[config.mk]
export PLATFORM = sky130hd
export DESIGN_NAME = core_clk_seq_flat
export DESIGN_NICKNAME = d
export VERILOG_FILES = /design/src/rtl/core_clk_seq_if.sv /design/src/rtl/core_clk_seq.sv /design/src/flat_wrapper.sv
export SDC_FILE = /design/constraint.sdc
export NUM_CORES = 1
export LEC_CHECK = 0
export BUFFER_PORTS_ARGS = -buffer_cell sky130_fd_sc_hd__buf_2
export CAP_MARGIN = 10
export CORE_UTILIZATION = 50
export CTS_BUF_LIST = sky130_fd_sc_hd__clkbuf_8
export DETAILED_ROUTE_END_ITERATION = 10
export HOLD_SLACK_MARGIN = 0.02
export PLACE_DENSITY = 0.83
export SLEW_MARGIN = 20
export SYNTH_ARGS = -nofsm -noshare
export SYNTH_HDL_FRONTEND = slang
export SYNTH_SLANG_ARGS = --single-unit
[constraint.sdc]
create_clock -name clk -period 2.3 [get_ports clk]
set_input_delay 0.345 -clock clk [delete_from_list [all_inputs] [get_ports clk]]
set_output_delay 0.345 -clock clk [all_outputs]
set_load 0.02 [all_outputs]
[src/rtl/core_clk_seq_if.sv]
// core_clk_seq_if: control and status bundle between the core clock sequencer and its surroundings.
// The slave side is the sequencer and the master side drives the inputs and observes the outputs.
interface core_clk_seq_if #(
  parameter int IRQ_WIDTH = 32
);
  logic                 fetch_enable_i;
  logic                 fll_lock_i;
  logic                 testmode_i;
  logic                 sleep_en_i;
  logic                 core_busy_i;
  logic [IRQ_WIDTH-1:0] irq_i;
  logic [IRQ_WIDTH-1:0] irq_mask_i;
  logic                 fetch_enable_o;
  logic                 clk_en_core_o;
  logic                 lock_timeout_o;
  logic [15:0]          gate_count_o;
  logic [2:0]           state_o;
  modport master (
    output fetch_enable_i, fll_lock_i, testmode_i, sleep_en_i, core_busy_i, irq_i, irq_mask_i,
    input  fetch_enable_o, clk_en_core_o, lock_timeout_o, gate_count_o, state_o
  );
  modport slave (
    input  fetch_enable_i, fll_lock_i, testmode_i, sleep_en_i, core_busy_i, irq_i, irq_mask_i,
    output fetch_enable_o, clk_en_core_o, lock_timeout_o, gate_count_o, state_o
  );
endinterface

[src/rtl/core_clk_seq.sv]
// core_clk_seq: sequences core start-up after FLL lock and gates the core clock when it is idle.
// Outputs are registered from the next state, so they change on the same edge as state_o.
module core_clk_seq #(
  parameter int LOCK_TIMEOUT = 1024,
  parameter int IDLE_CYCLES  = 16,
  parameter int WAKE_CYCLES  = 2,
  parameter int IRQ_WIDTH    = 32
) (
  input logic           clk,
  input logic           rst_n,
  core_clk_seq_if.slave bus
);
  localparam int LW = $clog2(LOCK_TIMEOUT + 1);
  localparam int IW = $clog2(IDLE_CYCLES + 1);
  localparam int WW = $clog2(WAKE_CYCLES + 1);
  typedef enum logic [2:0] {
    LOCK_WAIT  = 3'd0,
    FETCH_WAIT = 3'd1,
    RUN        = 3'd2,
    GATED      = 3'd3,
    WAKE       = 3'd4
  } state_t;
  state_t               r_state, w_nxt;
  logic [LW-1:0]        r_lock_cnt, w_lock_cnt;
  logic [IW-1:0]        r_idle_cnt, w_idle_cnt;
  logic [WW-1:0]        r_wake_cnt, w_wake_cnt;
  logic                 r_fetch_en, r_clk_en, r_lock_to, w_lock_to;
  logic [15:0]          r_gate_cnt, w_gate_cnt;
  logic [IRQ_WIDTH-1:0] w_irq_hit;
  logic                 w_wake, w_idle;
  assign w_irq_hit = bus.irq_i & bus.irq_mask_i;
  assign w_wake    = |w_irq_hit;
  assign w_idle    = !bus.core_busy_i && bus.sleep_en_i && !bus.testmode_i && !w_wake;
  // counters not advanced in the current state fall back to zero
  always_comb begin
    w_nxt      = r_state;
    w_lock_cnt = '0;
    w_idle_cnt = '0;
    w_wake_cnt = '0;
    w_lock_to  = r_lock_to;
    w_gate_cnt = r_gate_cnt;
    case (r_state)
      LOCK_WAIT: begin
        w_lock_cnt = r_lock_cnt + 1'b1;
        if (bus.fll_lock_i || bus.testmode_i) w_nxt = FETCH_WAIT;
        else if (r_lock_cnt == LW'(LOCK_TIMEOUT - 1)) begin
          w_nxt     = FETCH_WAIT;
          w_lock_to = 1'b1;
        end
      end
      FETCH_WAIT: w_nxt = bus.fetch_enable_i ? RUN : FETCH_WAIT;
      RUN: begin
        if (!bus.fetch_enable_i) w_nxt = FETCH_WAIT;
        else if (w_idle && r_idle_cnt == IW'(IDLE_CYCLES - 1)) begin
          w_nxt      = GATED;
          w_gate_cnt = r_gate_cnt + {15'd0, r_gate_cnt != 16'hFFFF};
        end else w_idle_cnt = w_idle ? r_idle_cnt + 1'b1 : '0;
      end
      GATED: w_nxt = (w_wake || !bus.sleep_en_i || bus.testmode_i || bus.core_busy_i || !bus.fetch_enable_i) ? WAKE : GATED;
      WAKE: begin
        if (r_wake_cnt == WW'(WAKE_CYCLES - 1)) w_nxt = RUN;
        else w_wake_cnt = r_wake_cnt + 1'b1;
      end
      default: w_nxt = LOCK_WAIT;
    endcase
  end
  always_ff @(posedge clk or negedge rst_n) begin
    if (!rst_n) begin
      r_state    <= LOCK_WAIT;
      r_lock_cnt <= '0;
      r_idle_cnt <= '0;
      r_wake_cnt <= '0;
      r_fetch_en <= 1'b0;
      r_clk_en   <= 1'b1;
      r_lock_to  <= 1'b0;
      r_gate_cnt <= '0;
    end else begin
      r_state    <= w_nxt;
      r_lock_cnt <= w_lock_cnt;
      r_idle_cnt <= w_idle_cnt;
      r_wake_cnt <= w_wake_cnt;
      r_fetch_en <= w_nxt == RUN || w_nxt == GATED || w_nxt == WAKE;
      r_clk_en   <= w_nxt != GATED;
      r_lock_to  <= w_lock_to;
      r_gate_cnt <= w_gate_cnt;
    end
  end
  assign bus.fetch_enable_o = r_fetch_en;
  assign bus.clk_en_core_o  = r_clk_en;
  assign bus.lock_timeout_o = r_lock_to;
  assign bus.gate_count_o   = r_gate_cnt;
  assign bus.state_o        = r_state;
endmodule

[src/flat_wrapper.sv]
// flat-port wrapper written by rule: the top's interface ports become plain ports
module core_clk_seq_flat 
#(
  parameter int LOCK_TIMEOUT = 1024,
  parameter int IDLE_CYCLES  = 16,
  parameter int WAKE_CYCLES  = 2,
  parameter int IRQ_WIDTH    = 32
)
  (clk, rst_n, bus_fetch_enable_i, bus_fll_lock_i, bus_testmode_i, bus_sleep_en_i, bus_core_busy_i, bus_irq_i, bus_irq_mask_i, bus_fetch_enable_o, bus_clk_en_core_o, bus_lock_timeout_o, bus_gate_count_o, bus_state_o);
  core_clk_seq_if #(.IRQ_WIDTH(IRQ_WIDTH)) bus_i ();
  input logic clk;
  input logic rst_n;
  input wire logic [$bits(bus_i.fetch_enable_i)-1:0] bus_fetch_enable_i;
  input wire logic [$bits(bus_i.fll_lock_i)-1:0] bus_fll_lock_i;
  input wire logic [$bits(bus_i.testmode_i)-1:0] bus_testmode_i;
  input wire logic [$bits(bus_i.sleep_en_i)-1:0] bus_sleep_en_i;
  input wire logic [$bits(bus_i.core_busy_i)-1:0] bus_core_busy_i;
  input wire logic [$bits(bus_i.irq_i)-1:0] bus_irq_i;
  input wire logic [$bits(bus_i.irq_mask_i)-1:0] bus_irq_mask_i;
  output wire logic [$bits(bus_i.fetch_enable_o)-1:0] bus_fetch_enable_o;
  output wire logic [$bits(bus_i.clk_en_core_o)-1:0] bus_clk_en_core_o;
  output wire logic [$bits(bus_i.lock_timeout_o)-1:0] bus_lock_timeout_o;
  output wire logic [$bits(bus_i.gate_count_o)-1:0] bus_gate_count_o;
  output wire logic [$bits(bus_i.state_o)-1:0] bus_state_o;
  assign bus_i.fetch_enable_i = bus_fetch_enable_i;
  assign bus_i.fll_lock_i = bus_fll_lock_i;
  assign bus_i.testmode_i = bus_testmode_i;
  assign bus_i.sleep_en_i = bus_sleep_en_i;
  assign bus_i.core_busy_i = bus_core_busy_i;
  assign bus_i.irq_i = bus_irq_i;
  assign bus_i.irq_mask_i = bus_irq_mask_i;
  assign bus_fetch_enable_o = bus_i.fetch_enable_o;
  assign bus_clk_en_core_o = bus_i.clk_en_core_o;
  assign bus_lock_timeout_o = bus_i.lock_timeout_o;
  assign bus_gate_count_o = bus_i.gate_count_o;
  assign bus_state_o = bus_i.state_o;
  core_clk_seq #(.LOCK_TIMEOUT(LOCK_TIMEOUT), .IDLE_CYCLES(IDLE_CYCLES), .WAKE_CYCLES(WAKE_CYCLES), .IRQ_WIDTH(IRQ_WIDTH)) u_core (.clk(clk), .rst_n(rst_n), .bus(bus_i));
endmodule
==> flow_summary.json, run 1 <==
{
  "status": "finished clean",
  "fin_skew_ps": 12.8,
  "crit_path_start_kind": "flop",
  "tightest_slew_ps": 882,
  "fin_crit_sh_pct": 95.7,
  "gp_congestion": 0.852,
  "path_class": "flop to flop",
  "root_buffer": "clkbuf_8",
  "syn_nets": 326,
  "slowest_delay_ps": 440,
  "floorplan.initialDensity_pct": 52.4,
  "power_density_nw_per_um2": 638,
  "grt_max_degree": 41,
  "area_delta_synth_final_pct": 30.0,
  "antenna_found_initial": 0,
  "fin_crit_ps": 2200,
  "cts_max_level": 2,
  "regToRegStartpoint": "u_core.bus.gate_count_o[6]",
  "antennaDiodeCount": 0,
  "tritoncts": "yes",
  "finalSetupTns_ps": 0,
  "synth-seq-area-share_pct": 44.0,
  "clock_path_buffers": 2,
  "fillers": 351,
  "power.leakage_uw": 0.00142,
  "totalWireLength_um": 5670,
  "synth_edf_count": 0,
  "syn_inst": 250,
  "numCtsBuffers": 5,
  "layout.nets": 426,
  "drc": 0,
  "synth_cell_type_count": 39,
  "critPathSlowestCell": "dfrtp_1",
  "clkTransAtPathRegs_ps": 80,
  "die-area_um2": 4830,
  "ioPinCount": 93,
  "drtAntennaViolNets": 0,
  "p_total_uw": 1890,
  "die_y_um": 69.5,
  "grt_pass1_wl_um": 9080,
  "utilization_pct": 68.0,
  "post-dp-hpwl_um": 4240,
  "io_buffers": 92,
  "crit_chain": "nand4_1, nor2_2, and4_1, nand4_1, ha_2, and4_1, nand2_1, nor2_1, nand4_1, xnor2_1",
  "cp_max_fo": 5,
  "endpoint_kind": "flop",
  "placed_cell_area_um2": 2790,
  "core_um2": 4350,
  "worstRegToRegCells": 10,
  "layout_common_cells": "buf_2 (92), nand2_1 (42), dfrtp_1 (37), nand4_1 (29), xnor2_1 (18)",
  "clkLatencyLatePin_ps": 300,
  "grt_use_total_pct": 23.9,
  "min_path_type": "input pin to async pin",
  "ys_seq_elements": 40,
  "syn_area_um2": 2280,
  "ir_drop_uv": 261,
  "grt-ovfl-total": 0,
  "die_w_um": 69.5,
  "holdBufCountCts": 0,
  "cp.arrival_ps": 2410,
  "max_slew_margin_pct": 41.2,
  "drive_above_1_share_pct": 34.2,
  "slew_viol_final": 0,
  "clkSinkCount": 40,
  "r2r_end": "u_core.bus.gate_count_o[15]",
  "via_per_inst": 5.69,
  "dr.first_iter.drc_count": 170,
  "synth_ff_type": "dfrtp_1",
  "num_vias": 2295,
  "rows": 24,
  "reg2reg_slack_ps": 100,
  "crit_required_ps": 2510,
  "timing.fmax_ghz": 0.454,
  "crit_top_cell": "nand4_1",
  "grt_pass1_vias": 2180,
  "yosysWarnings": 0,
  "final_common_cell": "buf_2",
  "setup_viol": 0,
  "maxCapViolations": 0,
  "fin_area_um2": 2960,
  "async_flop_share_pct": 100,
  "avgSynthCellArea_um2": 9.12,
  "wl_per_cell_um": 14.1,
  "final_hold_viol_count": 0,
  "first_pass_iters": 4
}
-- critical path, delay by kind of cell, from the launching register on --
kind	cells	cell delay [ps]
fa+ha+maj	1	240
simple gates	8	1300
flops	1	440
xor+xnor	1	130
-- routing by layer --
| layer | vias to the layer above | track usage, % | part of all wire [%] | wire, um |
|---|---|---|---|---|
| met5 | - | 0 | 0 | 0 |
| met4 | 0 | 13.2 | 3.0 | 169 |
| met3 | 15 | 3.05 | 4.8 | 274 |
| met2 | 101 | 42.9 | 52 | 2980 |
| met1 | 1070 | 27.3 | 40 | 2250 |
| li1 | 1109 | - | - | - |
-- power breakdown --
group	leakage, uW	switching [uW]	internal, uW
clock	0.0000593	243	318
combinational	0.000817	284	194
sequential	0.000540	83.7	768
total	0.00142	611	1280
-- cells by family (layout without fill, tap and decap cells) --
| family | after synthesis | after routing | share of synthesized area, % |
|---|---|---|---|
| buf+inv | 16 | 117 | 3.02 |
| xor+xnor | 23 | 23 | 8.84 |
| fa+ha+maj | 5 | 5 | 2.74 |
| mux | 2 | 2 | 0.988 |
| compound gates | 20 | 20 | 5.82 |
| flops | 40 | 40 | 44.0 |
| simple gates | 144 | 144 | 34.6 |
-- sequential cells by signal, summed over array words and instances (netlist names) --
signal / cells
u_core.bus.fetch_enable_o: 1
u_core.bus.state_o: 3
u_core.r_wake_cnt: 2
u_core.r_idle_cnt: 5
u_core.bus.lock_timeout_o: 1
u_core.bus.gate_count_o: 16
u_core.r_lock_cnt: 11
u_core.bus.clk_en_core_o: 1
-- cell type report --
class | instances | area (um^2) | area share, %
Tap cell | 52 | 65.1 | 2.20
Clock inverter | 3 | 38.8 | 1.31
Timing Repair Buffer | 100 | 520 | 17.6
Clock buffer | 5 | 68.8 | 2.32
Sequential cell | 40 | 1000 | 33.9
Inverter | 9 | 33.8 | 1.14
Multi-Input combinational cell | 194 | 1230 | 41.6
-- worst max-delay path by stage --
stage,startpoint,end,slack [ps],depth (start not counted)
after floorplan,u_core.bus.gate_count_o[4],u_core.bus.gate_count_o[14],260,10
after global placement,u_core.bus.gate_count_o[4],u_core.bus.gate_count_o[14],280,10
after detailed placement,u_core.bus.gate_count_o[4],u_core.bus.gate_count_o[12],140,10
after CTS,u_core.bus.gate_count_o[4],u_core.bus.gate_count_o[12],130,10
after global routing,u_core.bus.gate_count_o[5],u_core.bus.gate_count_o[9],-50,10
final,u_core.bus.gate_count_o[6],u_core.bus.gate_count_o[15],100,10
-- synth_stat cells (5+ instances only) --
cell     instances  area [um^2]
nand3_1         15         75.1
nor2_1          16         60.1
xnor2_1         18          158
a21oi_1          5         25.0
xor2_1           5         43.8
nand2_1         42          158
dfrtp_1         39          976
inv_1            9         33.8
nand4_1         29          181
nor3_1           7         35.0
and3_1           5         31.3
or3_1            6         37.5
ha_1             5         62.6
nor4_1           7         43.8
-- through the flow --
| stage | std cells | setup WS [ps] | hold WS (ps) |
|---|---|---|---|
| 4_1_cts | 397 | 130 | 178 |
| 3_3_place_gp | 389 | 275 | 411 |
| 3_5_place_dp | 389 | 135 | 415 |
| 5_1_grt | 403 | -52.8 | 219 |
| 2_1_floorplan | 250 | 258 | 49.4 |
| 6_report | 403 | 99.1 | 166 |
-- what timing repair did --
item	CTS	global route
setup endpoints to repair	0	10
resized for setup	0	7
setup buffers	0	6
Note: power is estimated with default switching activity, not from simulation.
==> inputs of run 2 (changes only) <==
--- a/config.mk
+++ b/config.mk
@@ -7,11 +7,11 @@
 export LEC_CHECK = 0
 export BUFFER_PORTS_ARGS = -buffer_cell sky130_fd_sc_hd__buf_2
 export CAP_MARGIN = 10
-export CORE_UTILIZATION = 50
+export CORE_UTILIZATION = 35
 export CTS_BUF_LIST = sky130_fd_sc_hd__clkbuf_8
 export DETAILED_ROUTE_END_ITERATION = 10
 export HOLD_SLACK_MARGIN = 0.02
-export PLACE_DENSITY = 0.83
+export PLACE_DENSITY = 0.62
 export SLEW_MARGIN = 20
 export SYNTH_ARGS = -nofsm -noshare
 export SYNTH_HDL_FRONTEND = slang
==> run 2 against run 1 <==
Effect of this change: flip-flop and latch count did not move; non-clock buffer count shrank 5; total power decreased by 2.5%; core utilization is 22 points lower; critical path depth unchanged; design area fell by 1.4%; die area up 42%; sequential power down 2%; wire length fell by 4.3%; critical endpoint is now u_core.bus.gate_count_o[12]; largest power group unchanged.
==> flow_summary.json, run 2 (synthesized netlist as in run 1, its figures left out) <==
{
  "final_common_cell": "buf_2",
  "ioPinCount": 93,
  "final_hold_viol_count": 0,
  "clkSinkCount": 40,
  "drtAntennaViolNets": 0,
  "area_delta_synth_final_pct": 28.2,
  "crit_required_ps": 2480,
  "power.leakage_uw": 0.00139,
  "layout.nets": 421,
  "timing.fmax_ghz": 0.479,
  "max_slew_margin_pct": 41.9,
  "grt_max_degree": 41,
  "clock_path_buffers": 2,
  "tritoncts": "yes",
  "clkTransAtPathRegs_ps": 70,
  "first_pass_iters": 4,
  "grt_pass1_wl_um": 8980,
  "status": "finished clean",
  "path_class": "flop to flop",
  "startpoint": "u_core.bus.gate_count_o[4]",
  "core_um2": 6310,
  "cp_max_fo": 7,
  "grt-ovfl-total": 0,
  "cts_max_level": 2,
  "grt_use_total_pct": 17.5,
  "numCtsBuffers": 5,
  "antennaDiodeCount": 0,
  "wl_per_cell_um": 12.9,
  "die_w_um": 82.7,
  "endpoint_kind": "flop",
  "grt_pass1_vias": 2041,
  "rows": 29,
  "rsz0062_at_grt": "false",
  "floorplan.initialDensity_pct": 36.1,
  "maxCapViolations": 0,
  "fin_crit_ps": 2090,
  "fin_crit_sh_pct": 90.8,
  "setup_viol": 0,
  "totalWireLength_um": 5430,
  "antenna_found_initial": 0,
  "regToRegStartpoint": "u_core.bus.gate_count_o[4]",
  "dr.first_iter.drc_count": 140,
  "drc": 0,
  "holdBufCountCts": 0,
  "slew_viol_final": 0,
  "die_y_um": 82.7,
  "largest_register_ffs": 16,
  "cp.arrival_ps": 2260,
  "min_path_type": "input pin to async pin",
  "fin_skew_ps": 3.86,
  "ir_drop_uv": 391,
  "tightest_slew_ps": 872,
  "layout_common_cells": "buf_2 (92), nand2_1 (42), dfrtp_1 (37), nand4_1 (29), xnor2_1 (18)",
  "crit_path_start_kind": "flop",
  "fillers": 651,
  "via_per_inst": 5.18,
  "utilization_pct": 46.3,
  "post-dp-hpwl_um": 4320,
  "finalSetupTns_ps": 0,
  "power_density_nw_per_um2": 631,
  "io_buffers": 92,
  "die-area_um2": 6840,
  "num_vias": 2187,
  "drive_above_1_share_pct": 32.2,
  "clkLatencyLatePin_ps": 290,
  "gp_congestion": 0.833,
  "root_buffer": "clkbuf_8",
  "post_cts_buffers": 0
}
==> run 2: worst max-delay path, cell delays in order, from the launching register on <==
cell     delay [ps]
dfrtp_2         450
nand4_1         150
nor2_1           90
and4_1          220
nand4_1          90
ha_1            180
ha_1            190
nand4_1         150
nor3_1          160
nand4_1         130
xnor2_1         160
==> run 2: timing repair <==
action | CTS | global route
setup endpoints to repair | 0 | 6
endpoints found under the hold margin | 0 | 0
resized for setup | 0 | 2
==> run 2: routing by layer <==
metal	GRT usage, %	up-vias	share of wire, %	wire, um
li1	-	1101	-	-
met2	30.8	73	50	2700
met3	4.07	6	5.5	301
met1	20.9	1007	43	2360
met4	5.17	0	1.3	73
met5	0	-	0	0
==> run 2: path summary, 6_finish.rpt <==
check                                                   end  slack, ps  depth (start not counted)
worst max-delay path            u_core.bus.gate_count_o[12]        210                         10
worst min-delay path            u_core.bus.gate_count_o[13]        170                          1
worst max register to register  u_core.bus.gate_count_o[12]        210                         10
worst min register to register         u_core.r_wake_cnt[0]        440                          1
max in group asynchronous        u_core.bus.gate_count_o[4]       1530                          1
min in group clk                  u_core.bus.lock_timeout_o        260                          2
==> run 2: cell type report <==
cell class	instances	area, um^2	area share, %
sequential	40	1000	34.4
inverter	9	33.8	1.16
tap	77	96.3	3.30
clock buffer	7	96.3	3.30
multi-input combinational	194	1210	41.4
timing repair buffer	95	483	16.5
==> run 2: power by group <==
part / total (uW) / switching, uW / internal [uW]
registers: 838 / 68.9 / 769
logic: 514 / 310 / 204
clock network: 491 / 224 / 267
total: 1840 / 603 / 1240
==> run 2: stage by stage <==
stage	total power (uW)	hold slack, ps	instance area [um^2]	worst slack (ps)	cells
6_report	1840	172	2920	212	422
5_1_grt	1970	254	2920	8.02	422
4_1_cts	1870	199	2920	158	422
3_5_place_dp	1380	428	2820	181	415
3_3_place_gp	1370	423	2820	248	415
2_1_floorplan	1170	49.4	2280	258	250
==> inputs of run 3 (changes only) <==
==> constraint.sdc (replaced) <==
create_clock -name clk -period 2.58 [get_ports clk]
set_input_delay 0.387 -clock clk [delete_from_list [all_inputs] [get_ports clk]]
set_output_delay 0.387 -clock clk [all_outputs]
set_load 0.02 [all_outputs]
==> run 3 against run 2 <==
Effect of this change: global-route usage up 0.25 points; flip-flop and latch count unchanged; setup slack better by 220 ps; sequential power down 9.3%.
==> flow_summary.json, run 3 (synthesized netlist as in run 1, its figures left out) <==
{
  "totalWireLength_um": 5550,
  "clock_path_buffers": 2,
  "clkTransAtPathRegs_ps": 80,
  "die-area_um2": 6840,
  "crit_family": "simple AND/OR/NAND/NOR gates",
  "grt_max_degree": 41,
  "ir_drop_uv": 411,
  "gp_congestion": 0.832,
  "cp.arrival_ps": 2360,
  "clkSinkCount": 40,
  "via_per_inst": 5.21,
  "core_um2": 6310,
  "tightest_slew_ps": 860,
  "maxCapViolations": 0,
  "wl_per_cell_um": 13.1,
  "clockPowerShare_pct": 29.4,
  "largest_register_ffs": 16,
  "grt_pass1_wl_um": 9180,
  "combinationalPowerShare_pct": 25.6,
  "num_vias": 2197,
  "max_slew_margin_pct": 42.7,
  "internal_power_uw": 1140,
  "p_total_uw": 1690,
  "clkLatencyLatePin_ps": 290,
  "p_sw_uw": 550,
  "worst_hold_slack_ps": 203,
  "floorplan.initialDensity_pct": 36.1,
  "finalSetupTns_ps": 0,
  "crit_chain": "nand4_1, nor2_1, and4_1, nand4_1, ha_1, and4_1, nand2_1, nor2_1, nand4_1, xnor2_1",
  "die_w_um": 82.7,
  "post_cts_buffers": 0,
  "dr.first_iter.drc_count": 172,
  "layout_common_cells": "buf_2 (92), nand2_1 (42), dfrtp_1 (39), nand4_1 (29), xnor2_1 (18)",
  "cts_resized": 0,
  "critPathSlowestCell": "dfrtp_1",
  "sequentialPowerShare_pct": 45.0,
  "final_common_cell": "buf_2",
  "crit_path_start_kind": "flop",
  "critPathBufInv": 0,
  "root_buffer": "clkbuf_8",
  "cts_max_level": 2,
  "setup_viol": 0,
  "fillers": 665,
  "endpoint_kind": "flop",
  "first_pass_iters": 4,
  "die_y_um": 82.7,
  "timing.fmax_ghz": 0.466,
  "netSwitchingFraction_pct": 32.5,
  "antenna_found_initial": 0,
  "final_hold_viol_count": 0,
  "fin_crit_ps": 2150,
  "tritoncts": "yes",
  "fin_crit_sh_pct": 83.3,
  "ioPinCount": 93,
  "holdBufCountCts": 0,
  "numCtsBuffers": 5,
  "post-dp-hpwl_um": 4320,
  "path_class": "flop to flop",
  "drtAntennaViolNets": 0,
  "slowest_delay_ps": 450,
  "power.leakage_uw": 0.00140,
  "grt-ovfl-total": 0,
  "power_density_nw_per_um2": 578,
  "grt_use_total_pct": 17.7,
  "io_buffers": 92,
  "crit_required_ps": 2790,
  "status": "finished clean",
  "rows": 29,
  "rsz0062_at_grt": "false",
  "area_delta_synth_final_pct": 28.3,
  "drc": 0,
  "slew_viol_final": 0,
  "drive_above_1_share_pct": 31.3,
  "min_path_type": "input pin to async pin",
  "fin_skew_ps": 8.33,
  "antennaDiodeCount": 0,
  "grt_pass1_vias": 2033,
  "crit_top_cell": "nand4_1",
  "layout.nets": 420,
  "cp_max_fo": 7
}
-- run 3: cell types whose count changed in the layout (fill, tap and decap cells not counted) --
cell,before,now
dfrtp_1,37,39
buf_4,3,2
clkbuf_8,7,5
inv_1,9,10
clkinv_2,0,1
dfrtp_2,2,0
bufinv_16,0,1
-- run 3: worst paths after layout --
path	from	end	slack, ps	cells after the start
worst min register to register	u_core.r_wake_cnt[0]	u_core.r_wake_cnt[0]	430	1
worst min-delay path	rst_n	u_core.bus.gate_count_o[10]	200	1
worst max register to register	u_core.bus.gate_count_o[4]	u_core.bus.gate_count_o[13]	430	10
max in group asynchronous	rst_n	u_core.r_lock_cnt[9]	1830	1
worst max-delay path	u_core.bus.gate_count_o[4]	u_core.bus.gate_count_o[13]	430	10
min in group clk	bus_fll_lock_i	u_core.bus.lock_timeout_o	290	2
-- run 3: per-stage QoR --
stage | cells | instance area [um^2] | utilization, % | setup WS, ps
after floorplan | 250 | 2280 | - | 538
after CTS | 422 | 2920 | 46.3 | 422
final | 422 | 2920 | 46.3 | 432
after global routing | 422 | 2920 | 46.3 | 213
after detailed placement | 414 | 2820 | 44.6 | 477
after global placement | 414 | 2820 | 44.6 | 532
-- run 3: final cells by class --
class	count	area [um^2]	area share, %
clock buffers	5	68.8	2.35
clock inverters	3	38.8	1.33
inverters	9	33.8	1.16
multi-input cells	194	1210	41.3
flip-flops and latches	40	1000	34.3
well taps	77	96.3	3.29
repair buffers	94	475	16.3
-- run 3: power groups by stage --
stage,clock network (uW),logic (uW),registers (uW)
2_1_floorplan,0,268,779
3_3_place_gp,0,437,771
3_5_place_dp,0,439,772
4_1_cts,513,441,759
5_1_grt,539,494,771
6_report,496,433,760
-- run 3: worst register-to-register path: stages, from the launching register on --
cell	delay, ps
dfrtp_1	450
nand4_1	180
nor2_1	190
and4_1	240
nand4_1	110
ha_1	230
and4_1	220
nand2_1	140
nor2_1	70
nand4_1	120
xnor2_1	120
-- run 3: routing by layer --
metal,track usage (%),share of wire (%)
met5,0,0
met4,5.86,1.1
met3,3.41,4.5
met2,30.1,50
met1,22.4,45
